[config.mk]
export PLATFORM = sky130hd
export DESIGN_NAME = my_pe_ctrl
export DESIGN_NICKNAME = d
export VERILOG_FILES = /design/src/rtl/my_pe_ctrl.sv
export SDC_FILE = /design/constraint.sdc
export NUM_CORES = 1
export LEC_CHECK = 0
export CORE_MARGIN = 2
export CORE_UTILIZATION = 39
export DETAILED_ROUTE_END_ITERATION = 8
export PLACE_DENSITY = 0.76
export SYNTH_ARGS = -nofsm -noshare
export SYNTH_HDL_FRONTEND = slang
export SYNTH_SLANG_ARGS = --single-unit
[constraint.sdc]
create_clock -name aclk -period 2.87 [get_ports aclk]
set_input_delay 0.4305 -clock aclk [delete_from_list [all_inputs] [get_ports aclk]]
set_output_delay 0.4305 -clock aclk [all_outputs]
set_load 0.01 [all_outputs]
[src/rtl/my_pe_ctrl.sv]
// Dot-product sequencer for one my_pe FMA element: fetch, prime, issue, then chain each issue on pe_dvalid.
// Latency 4 + len*L_pe to done; the PE paces progress through pe_dvalid, and each element aborts after TIMEOUT idle cycles.
module my_pe_ctrl #(
    parameter int DATA_WIDTH = 32,
    parameter int ADDR_WIDTH = 6,
    parameter int TIMEOUT    = 64
) (
    input  logic                  aclk,
    input  logic                  aresetn,
    input  logic                  start,
    input  logic [ADDR_WIDTH:0]   len,
    output logic                  mem_en,
    output logic [ADDR_WIDTH-1:0] mem_addr,
    input  logic [DATA_WIDTH-1:0] a_rdata,
    input  logic [DATA_WIDTH-1:0] b_rdata,
    output logic [DATA_WIDTH-1:0] pe_ain,
    output logic [DATA_WIDTH-1:0] pe_bin,
    output logic                  pe_valid,
    input  logic                  pe_dvalid,
    input  logic [DATA_WIDTH-1:0] pe_dout,
    output logic                  busy,
    output logic                  done,
    output logic                  error,
    output logic [DATA_WIDTH-1:0] result
);

    localparam int CW = $clog2(TIMEOUT + 1);

    typedef enum logic [2:0] {
        S_IDLE,
        S_FETCH,
        S_PRIME,
        S_ISSUE,
        S_WAIT,
        S_DONE
    } state_t;

    state_t                r_state;
    state_t                w_next;
    logic [ADDR_WIDTH:0]   r_len;
    logic [ADDR_WIDTH:0]   r_k;
    logic [CW-1:0]         r_cnt;
    logic                  r_pf_pend;
    logic [DATA_WIDTH-1:0] r_ain;
    logic [DATA_WIDTH-1:0] r_bin;
    logic [DATA_WIDTH-1:0] r_result;
    logic                  r_error;

    logic [ADDR_WIDTH:0]   w_k_next;
    logic [ADDR_WIDTH:0]   w_k_pf;
    logic                  w_multi;
    logic                  w_more;
    logic                  w_chain;
    logic                  w_last;
    logic                  w_timeout;
    logic                  w_pf_chain;

    // r_k is the element currently in flight in the PE; k+1 is the next issue, k+2 the next prefetch.
    assign w_k_next   = r_k + (ADDR_WIDTH + 1)'(1);
    assign w_k_pf     = r_k + (ADDR_WIDTH + 1)'(2);
    assign w_multi    = (r_len > (ADDR_WIDTH + 1)'(1));
    assign w_more     = (w_k_next < r_len);
    assign w_chain    = (r_state == S_WAIT) && pe_dvalid && w_more;
    assign w_last     = (r_state == S_WAIT) && pe_dvalid && !w_more;
    assign w_timeout  = (r_state == S_WAIT) && !pe_dvalid && (r_cnt == CW'(TIMEOUT - 1));
    assign w_pf_chain = w_chain && (w_k_pf < r_len);

    assign pe_ain = r_ain;
    assign pe_bin = r_bin;
    assign result = r_result;
    assign error  = r_error;

    always_ff @(posedge aclk or negedge aresetn) begin
        if (!aresetn) begin
            r_state <= S_IDLE;
        end else begin
            r_state <= w_next;
        end
    end

    always_comb begin
        w_next = r_state;
        case (r_state)
            S_IDLE:  if (start) w_next = (len == '0) ? S_DONE : S_FETCH;
            S_FETCH: w_next = S_PRIME;
            S_PRIME: w_next = S_ISSUE;
            S_ISSUE: w_next = S_WAIT;
            S_WAIT:  if (w_last || w_timeout) w_next = S_DONE;
            S_DONE:  w_next = S_IDLE;
            default: w_next = S_IDLE;
        endcase
    end

    always_comb begin
        mem_en   = 1'b0;
        mem_addr = '0;
        pe_valid = 1'b0;
        busy     = 1'b0;
        done     = 1'b0;
        case (r_state)
            S_FETCH: begin
                mem_en = 1'b1;
                busy   = 1'b1;
            end
            S_PRIME: busy = 1'b1;
            S_ISSUE: begin
                pe_valid = 1'b1;
                busy     = 1'b1;
                if (w_multi) begin
                    mem_en   = 1'b1;
                    mem_addr = ADDR_WIDTH'(1);
                end
            end
            S_WAIT: begin
                busy     = 1'b1;
                pe_valid = w_chain;
                if (w_pf_chain) begin
                    mem_en   = 1'b1;
                    mem_addr = w_k_pf[ADDR_WIDTH-1:0];
                end
            end
            S_DONE:  done = 1'b1;
            default: ;
        endcase
    end

    always_ff @(posedge aclk or negedge aresetn) begin
        if (!aresetn) begin
            r_len     <= '0;
            r_k       <= '0;
            r_cnt     <= '0;
            r_pf_pend <= 1'b0;
            r_ain     <= '0;
            r_bin     <= '0;
            r_result  <= '0;
            r_error   <= 1'b0;
        end else begin
            case (r_state)
                S_IDLE: begin
                    if (start) begin
                        r_len    <= len;
                        r_k      <= '0;
                        r_result <= '0;
                        r_error  <= 1'b0;
                    end
                end
                S_PRIME: begin
                    r_ain <= a_rdata;
                    r_bin <= b_rdata;
                end
                S_ISSUE: begin
                    r_cnt     <= '0;
                    r_pf_pend <= w_multi;
                end
                S_WAIT: begin
                    // Prefetched data lands one cycle after its read; PE latency >= 2 keeps it ahead of the next issue.
                    if (r_pf_pend) begin
                        r_ain <= a_rdata;
                        r_bin <= b_rdata;
                    end
                    r_pf_pend <= w_pf_chain;
                    r_cnt     <= pe_dvalid ? '0 : r_cnt + CW'(1);
                    if (w_chain) r_k <= w_k_next;
                    if (w_last) r_result <= pe_dout;
                    if (w_timeout) r_error <= 1'b1;
                end
                default: ;
            endcase
        end
    end

endmodule
==> results of run 1 <==
-- synth_stat cells, types with 2 or more instances --
library cell    n
and3_1          3
mux2_1         64
nor2_1         13
clkbuf_1        8
nand2b_1        2
inv_1           9
a21oi_1        10
xor2_1          5
buf_2          12
dfrtp_1       122
a31oi_1         2
buf_6           4
o211ai_1        7
nand3_1        11
nor3_1          4
xnor2_1         6
ha_1           15
a21oi_2         2
o21ai_0         8
o31ai_1         2
nand4_1         3
nor2b_1         5
a21o_1          3
o21ai_1         9
nand3b_1        4
nand2_1        33
a22o_1         33
-- metal layers --
| layer | wire, um | GRT usage [%] | part of all wire [%] | vias to the layer above |
|---|---|---|---|---|
| met5 | 0 | 0 | 0 | - |
| met4 | 324 | 8.866 | 2.2 | 0 |
| met3 | 1150 | 6.274 | 7.9 | 28 |
| met2 | 7184 | 31.50 | 49 | 206 |
| met1 | 5858 | 23.17 | 40 | 2119 |
| li1 | - | - | - | 1993 |
-- report_power, final --
| part | switching (mW) | leakage [nW] | internal [mW] |
|---|---|---|---|
| Combinational | 1.82 | 1.89 | 2.31 |
| Sequential | 0.411 | 1.54 | 2.42 |
| Clock | 0.714 | 0.265 | 1.24 |
| Total | 2.95 | 3.69 | 5.97 |
-- through the flow --
stage                     std cells  hold WS, ns  power [mW]  util, %
after floorplan                 417       0.1349       4.689        -
after global placement          809       0.4668       6.519    58.59
after detailed placement        809       0.4738       6.668    58.59
after CTS                       842       0.1007       8.757    63.01
after global routing            849       0.1346       9.419    64.40
final                           849      0.08361       8.922    64.40
-- worst register-to-register path, stage by stage (launching register included) --
cell and delay [ns]:
dfrtp_1 0.40, buf_6 0.14, ha_4 0.15, nand4_1 0.10
xnor2_1 0.16, ha_1 0.29, nand2_2 0.09, o21ai_2 0.17
a21oi_2 0.06, buf_4 0.15, buf_6 0.13, a2111o_1 0.53
clkbuf_16 0.24, a22o_1 0.18
-- flip-flops by register name (all words and copies together), names as in the netlist --
| signal | flops |
|---|---|
| pe_ain | 32 |
| pe_bin | 32 |
| result | 32 |
| r_cnt | 7 |
| r_k | 7 |
| r_len | 7 |
| r_state | 3 |
| error | 1 |
| r_pf_pend | 1 |
-- final cells by class --
type	instances	area share (%)
clock buffer	23	5.604
timing repair buffer	250	29.08
multi-input combinational	262	25.73
inverter	9	0.3961
clock inverter	7	0.8069
sequential	122	35.80
tap	176	2.582
-- layout by cell type, fill, tap and decap left out, types with 10 or more instances in the layout --
cell / count
a22o_1: 33
ha_1: 12
clkdlybuf4s50_1: 204
clkbuf_16: 19
buf_4: 28
nand2_1: 31
nand3_1: 10
mux2_1: 64
dfrtp_1: 122
-- kinds of logic after synthesis --
family                   count (synthesis)
AO/OA/AOI/OAI                           86
XOR/XNOR                                11
adder cells (fa/ha/maj)                 15
buffers and inverters                   33
flip-flops                             122
multiplexers                            65
AND/OR/NAND/NOR                         85
-- path summary, 6_finish.rpt --
kind                                 start          end  slack [ns]  cells after the start
worst max-delay path                r_k[1]  mem_addr[0]       -0.31                     12
worst min-delay path               aresetn    pe_ain[3]        0.08                      1
worst max register to register      r_k[1]   result[12]       -0.03                     13
worst min register to register  pe_ain[15]   pe_ain[15]        0.48                      1
max in group asynchronous          aresetn   r_state[1]        1.96                      2
min in group aclk               pe_ain[15]   pe_ain[15]        0.48                      1
-- what timing repair did --
action / 4_1_cts / 5_1_grt
hold endpoints to repair: 0 / 0
setup endpoints to repair: 8 / 40
resized for setup: 47 / 16
setup buffers: 4 / 5
cloned: 0 / 3
pin swaps: 9 / 7
==> impl_metrics.csv, run 1 <==
group,metric,value,unit
power_and_ir_drop,power.static_leakage,3.695,nW
synth,synth_simple_gate_area_share,7.794,%
job,maxCapViolCount,0,
critical_path,worstPathRequired,2.44,ns
drt,detailedRoute.firstIterationViolations,223,
floorplanning,top_level_ports,214,
synth,adder_cell_area_share_of_the_yosys_netlist,3.554,%
synth,synth_enable_flop_cells,0,
run_status,status,"complete, but fails checks",
placed_design,dpl-instance-area,0.007759,mm^2
synth,asyncSetResetFlopFracSynth,100.0,%
critical_path,crit_slowest_cell,"dfrtp_1",
synth,synth-compound-area-share,11.96,%
run_status,failed_checks,"negative setup slack",
grt,globalRouteTotalUtil,19.29,%
placed_design,port_buffers,213,
floorplanning,row_count,42,
critical_path,critical_path_peak_fanout,4,
drt,via_count,4346,
finish,final.fill_count,1005,
power_and_ir_drop,powerDensity,1046,mW/mm^2
floorplanning,fp.dieH,120.4,um
finish,fin_nets,784,
critical_path,critPathKind,"reg2out",
clocking,clk-insertion-delay-late,0.41,ns
clocking,tritoncts.num_buffers,17,
synth,netlist.top_cell.by_area,"dfrtp_1",
timing,setup_viol,32,
drt,drc,0,
synth,synthesis.nets,539,
synth,synth.mux.area_fraction,13.86,%
floorplanning,initial_utilization,39.88,%
clocking,root_buffer,"clkbuf_16",
synth,synth.top_cell.area_share,57.81,%
clocking,total_number_of_h_tree_levels,4,
clocking,cts.sink_count,122,
placed_design,place_hpwl,10120,um
clocking,cts.path.max_buffers,2,
power_and_ir_drop,ir_drop,501.2,uV
grt,antenna_violations_before_repair,0,
synth,synth-xor-area-share,1.824,%
grt,global_route.overflow_total,0,
finish,layout_cell_share_with_drive_strength_beyond_1,14.71,%
critical_path,crit_buf_inv,2,
floorplanning,floorplan.die_area,0.01449,mm^2
grt,largest_net_degree_at_the_start_of_global_routing,66,
synth,main_combinational_cell_family_by_area_after_synthesis,"multiplexers",
synth,netlist_instances,417,
clocking,tritoncts_clock_tree,"built",
timing,grt_setup_unrepaired,"yes",
timing,slew-limit-headroom,42.20,%
placed_design,finalWeightedCongestion,0.9061,
critical_path,delay_contributed_by_the_slowest_stage_of_the_critical_path,0.40,ns
critical_path,path_cells,"ha_4 > nand2_2 > nor2_2 > xor2_2 > ha_4 > a21oi_4 > o21ai_2 > a21oi_2 > nand4_1 > buf_4 > o22ai_2 > buf_2",
synth,syn-mean-instance-area,12.67,um^2
drt,drtPass1Iterations,4,
timing,total_count_of_max_transition_violations_in_the_final_report,0,
synth,synthesis.area,0.005281,mm^2
finish,diodes,0,
synth,synth.yosys.warnings,0,
synth,synth.area.top_cells,"dfrtp_1 (58%), mux2_1 (14%), a22o_1 (5.5%), ha_1 (3.6%), nand2_1 (2.3%)",
critical_path,worst_setup_ep_type,"output port",
timing,fin_crit_sh,110.8,%
drt,routedWlPerCell,17.10,um
timing,min_period,3.180,ns
synth,ys_seq_area_share,57.81,%
synth,ys_ff_latch,122,
grt,grt_first_pass_wirelength,21800,um
synth,synth_flop_cell,"dfrtp_1",
drt,drt_wl_total,14520,um
clocking,clkSlewWorstSetupHoldPaths,0.05,ns
timing,setup_tns,-2.463,ns
critical_path,data_arrival_time_of_the_critical_path,2.75,ns
critical_path,critPathTopFamily,"compound AO/OA/AOI/OAI gates",
timing,fin_skew,0.01353,ns
drt,via_per_inst,5.119,
timing,final-hold-violation-count,0,
finish,stdcell_area,0.008528,mm^2
finish,syn_to_final_growth,61.48,%
clocking,post_cts_hold_buffer_count,0,
min_path,min_path_type,"in2async",
timing,worst_pin_slew,0.8638,ns
grt,grt_pass1_vias,4286,
floorplanning,floorplan.core_area,0.01324,mm^2
placed_design,post-place-ws,-0.4247,ns
finish,sequential_cell_area,0.003053,mm^2
synth,yosys.cell_types.count,45,
finish,multi_input_area,0.002195,mm^2
timing,maxClockFrequency,314.4,MHz
drt,route.antenna.remaining_nets,0,
floorplanning,die_w,120.4,um
timing,final_critical_path_setup_slack,-0.3104,ns
critical_path,path_common_cell,"ha_4",
critical_path,critPathLaunchType,"flop",
Power figures use the tool's default switching activity.
==> inputs of run 2 (changes only) <==
- GPL_ROUTABILITY_DRIVEN: default -> 1
==> results of run 2 <==
No change in the layout: final DEF, timing and power equal those of run 1.
==> inputs of run 3 (changes only) <==
- ABC_AREA: default -> 0
- clock period: 2.87 -> 2.9 ns (I/O delays scaled with it)
==> impl_metrics.csv, run 3 (synthesis gave the netlist of run 1 again) <==
group,metric,value,unit
run_status,status,"complete, but fails checks",
run_status,failed_checks,"negative setup slack",
power_and_ir_drop,ir_drop,487.5,uV
grt,gr-usage-met2,32.94,%
finish,stdcell_area,0.008663,mm^2
timing,final_critical_path_setup_slack,-0.2980,ns
clocking,tritoncts_clock_tree,"built",
min_path,min_path_type,"in2async",
finish,syn_to_final_growth,64.04,%
grt,global_route.peak_usage_layer,"met2",
floorplanning,floorplan.core_area,0.01324,mm^2
critical_path,critPathKind,"reg2out",
clocking,cts.sink_count,122,
grt,grt.met1_usage,23.34,%
placed_design,dpl-instance-area,0.007751,mm^2
finish,fin_nets,786,
placed_design,place_hpwl,10070,um
grt,grt_pass1_vias,4383,
job,maxCapViolCount,0,
timing,setup_tns,-2.287,ns
timing,setup_viol,38,
clocking,tritoncts.num_buffers,17,
timing,min_period,3.198,ns
timing,fin_crit_sh,110.3,%
clocking,post_cts_hold_buffer_count,0,
clocking,cts.path.max_buffers,2,
critical_path,worst_setup_ep_type,"output port",
floorplanning,die_w,120.4,um
drt,via_per_inst,5.116,
floorplanning,top_level_ports,214,
placed_design,finalWeightedCongestion,0.9041,
timing,final-hold-violation-count,0,
floorplanning,floorplan.die_area,0.01449,mm^2
grt,grt_use_met3,5.047,%
finish,diodes,0,
critical_path,critical_path_peak_fanout,4,
finish,mostFrequentLayoutCells,"clkdlybuf4s50_1 (204), dfrtp_1 (121), mux2_1 (64)",
floorplanning,initial_utilization,39.88,%
critical_path,data_arrival_time_of_the_critical_path,2.76,ns
drt,drtPass1Iterations,4,
floorplanning,fp.dieH,120.4,um
grt,grt_first_pass_wirelength,22090,um
finish,final.fill_count,996,
grt,global_route.overflow_total,0,
clocking,clk-insertion-delay-late,0.41,ns
power_and_ir_drop,powerDensity,1054,mW/mm^2
timing,slew-limit-headroom,44.44,%
clocking,total_number_of_h_tree_levels,4,
drt,drc,0,
timing,fin_skew,0.01544,ns
critical_path,path_common_cell,"ha_4",
clocking,clkSlewWorstSetupHoldPaths,0.06,ns
timing,worst_pin_slew,0.8304,ns
grt,largest_net_degree_at_the_start_of_global_routing,66,
timing,total_count_of_max_transition_violations_in_the_final_report,0,
floorplanning,row_count,42,
critical_path,crit_slowest_cell,"dfrtp_1",
critical_path,delay_contributed_by_the_slowest_stage_of_the_critical_path,0.43,ns
drt,detailedRoute.firstIterationViolations,246,
drt,routedWlPerCell,17.03,um
finish,layout.cells.most_common,"clkdlybuf4s50_1",
timing,grt_setup_unrepaired,"yes",
grt,antenna_violations_before_repair,0,
timing,maxClockFrequency,312.7,MHz
drt,drt_wl_total,14530,um
finish,layout_cell_share_with_drive_strength_beyond_1,16.25,%
critical_path,path_cells,"ha_4 > nand2_2 > nor2_4 > xor2_2 > ha_4 > a21oi_4 > o21ai_2 > a21oi_2 > nand4_1 > buf_4 > o22ai_1 > buf_2",
critical_path,worstPathRequired,2.47,ns
placed_design,port_buffers,213,
critical_path,critPathLaunchType,"flop",
drt,via_count,4364,
drt,route.antenna.remaining_nets,0,
clocking,root_buffer,"clkbuf_16",
grt,globalRouteTotalUtil,19.33,%
power_and_ir_drop,power.static_leakage,3.749,nW
==> run 3: cell types whose count changed in the layout (fill, tap and decap cells not counted), moves of 2 or more <==
cell / change
clkinv_4: +2
bufinv_16: +2
clkinv_2: -2
inv_6: +3
nor2_4: +2
xor2_2: -2
clkbuf_1: -2
==> run 3: final timing paths <==
path	slack [ns]	endpoint	start	depth (start not counted)
setup / recovery	-0.30	mem_addr[0]	r_k[1]	12
hold / removal	0.1	pe_bin[6]	aresetn	1
setup reg to reg	-0.04	result[16]	r_k[1]	13
hold reg to reg	0.48	pe_bin[17]	pe_bin[17]	1
max in group asynchronous	2.00	r_state[1]	aresetn	2
min in group aclk	0.48	pe_bin[17]	pe_bin[17]	1
==> run 3: critical path: cells and delay by family, from the launching register on <==
family / cells / cell delay [ns]
buffers and inverters: 2 / 0.35
DFF: 1 / 0.43
xor gates and xnor gates: 1 / 0.25
adders and majority gates: 2 / 0.44
AOI/OAI and AO/OA: 4 / 0.50
and+or+nand+nor: 3 / 0.36
==> run 3: repair_timing <==
| action | in CTS | in global routing |
|---|---|---|
| pin swaps | 9 | 12 |
| setup buffers | 6 | 6 |
| setup endpoints to repair | 8 | 40 |
| hold endpoints to repair | 0 | 0 |
| resized for setup | 48 | 25 |
| gates cloned | 0 | 3 |
==> run 3: layout make-up <==
class                      count  area [um^2]  area share [%]
clock buffer                  20        456.7           5.272
sequential                   122         3054           35.25
multi-input combinational    262         2233           25.78
tap                          176        220.2           2.542
clock inverter                12        162.7           1.878
inverter                       9        33.78          0.3899
timing repair buffer         252         2502           28.89
==> run 3: stage by stage <==
step           hold slack [ns]  cells  utilization, %  setup slack [ns]  power [mW]
3_5_place_dp            0.4737    808           58.53           -0.3117       6.587
2_1_floorplan           0.1394    417               -           0.06214       4.640
3_3_place_gp            0.4666    808           58.53           -0.2731       6.439
5_1_grt                 0.1368    853           65.42           -0.3770       9.659
4_1_cts                 0.1051    845           63.70           -0.2162       8.929
6_report               0.09572    853           65.42           -0.2980       9.130
==> run 3: where the power goes <==
group / leakage, nW / switching, mW / total (mW) / internal (mW)
sequential: 1.54 / 0.396 / 2.79 / 2.39
combinational: 1.91 / 1.85 / 4.18 / 2.33
clock: 0.298 / 0.754 / 2.16 / 1.41
total: 3.75 / 3.00 / 9.13 / 6.13
==> run 3: layer usage <==
layer | routed length [um] | up-vias
li1 | - | 2005
met1 | 5924 | 2128
met2 | 7330 | 200
met3 | 926 | 31
met4 | 344 | 0
met5 | 0 | -
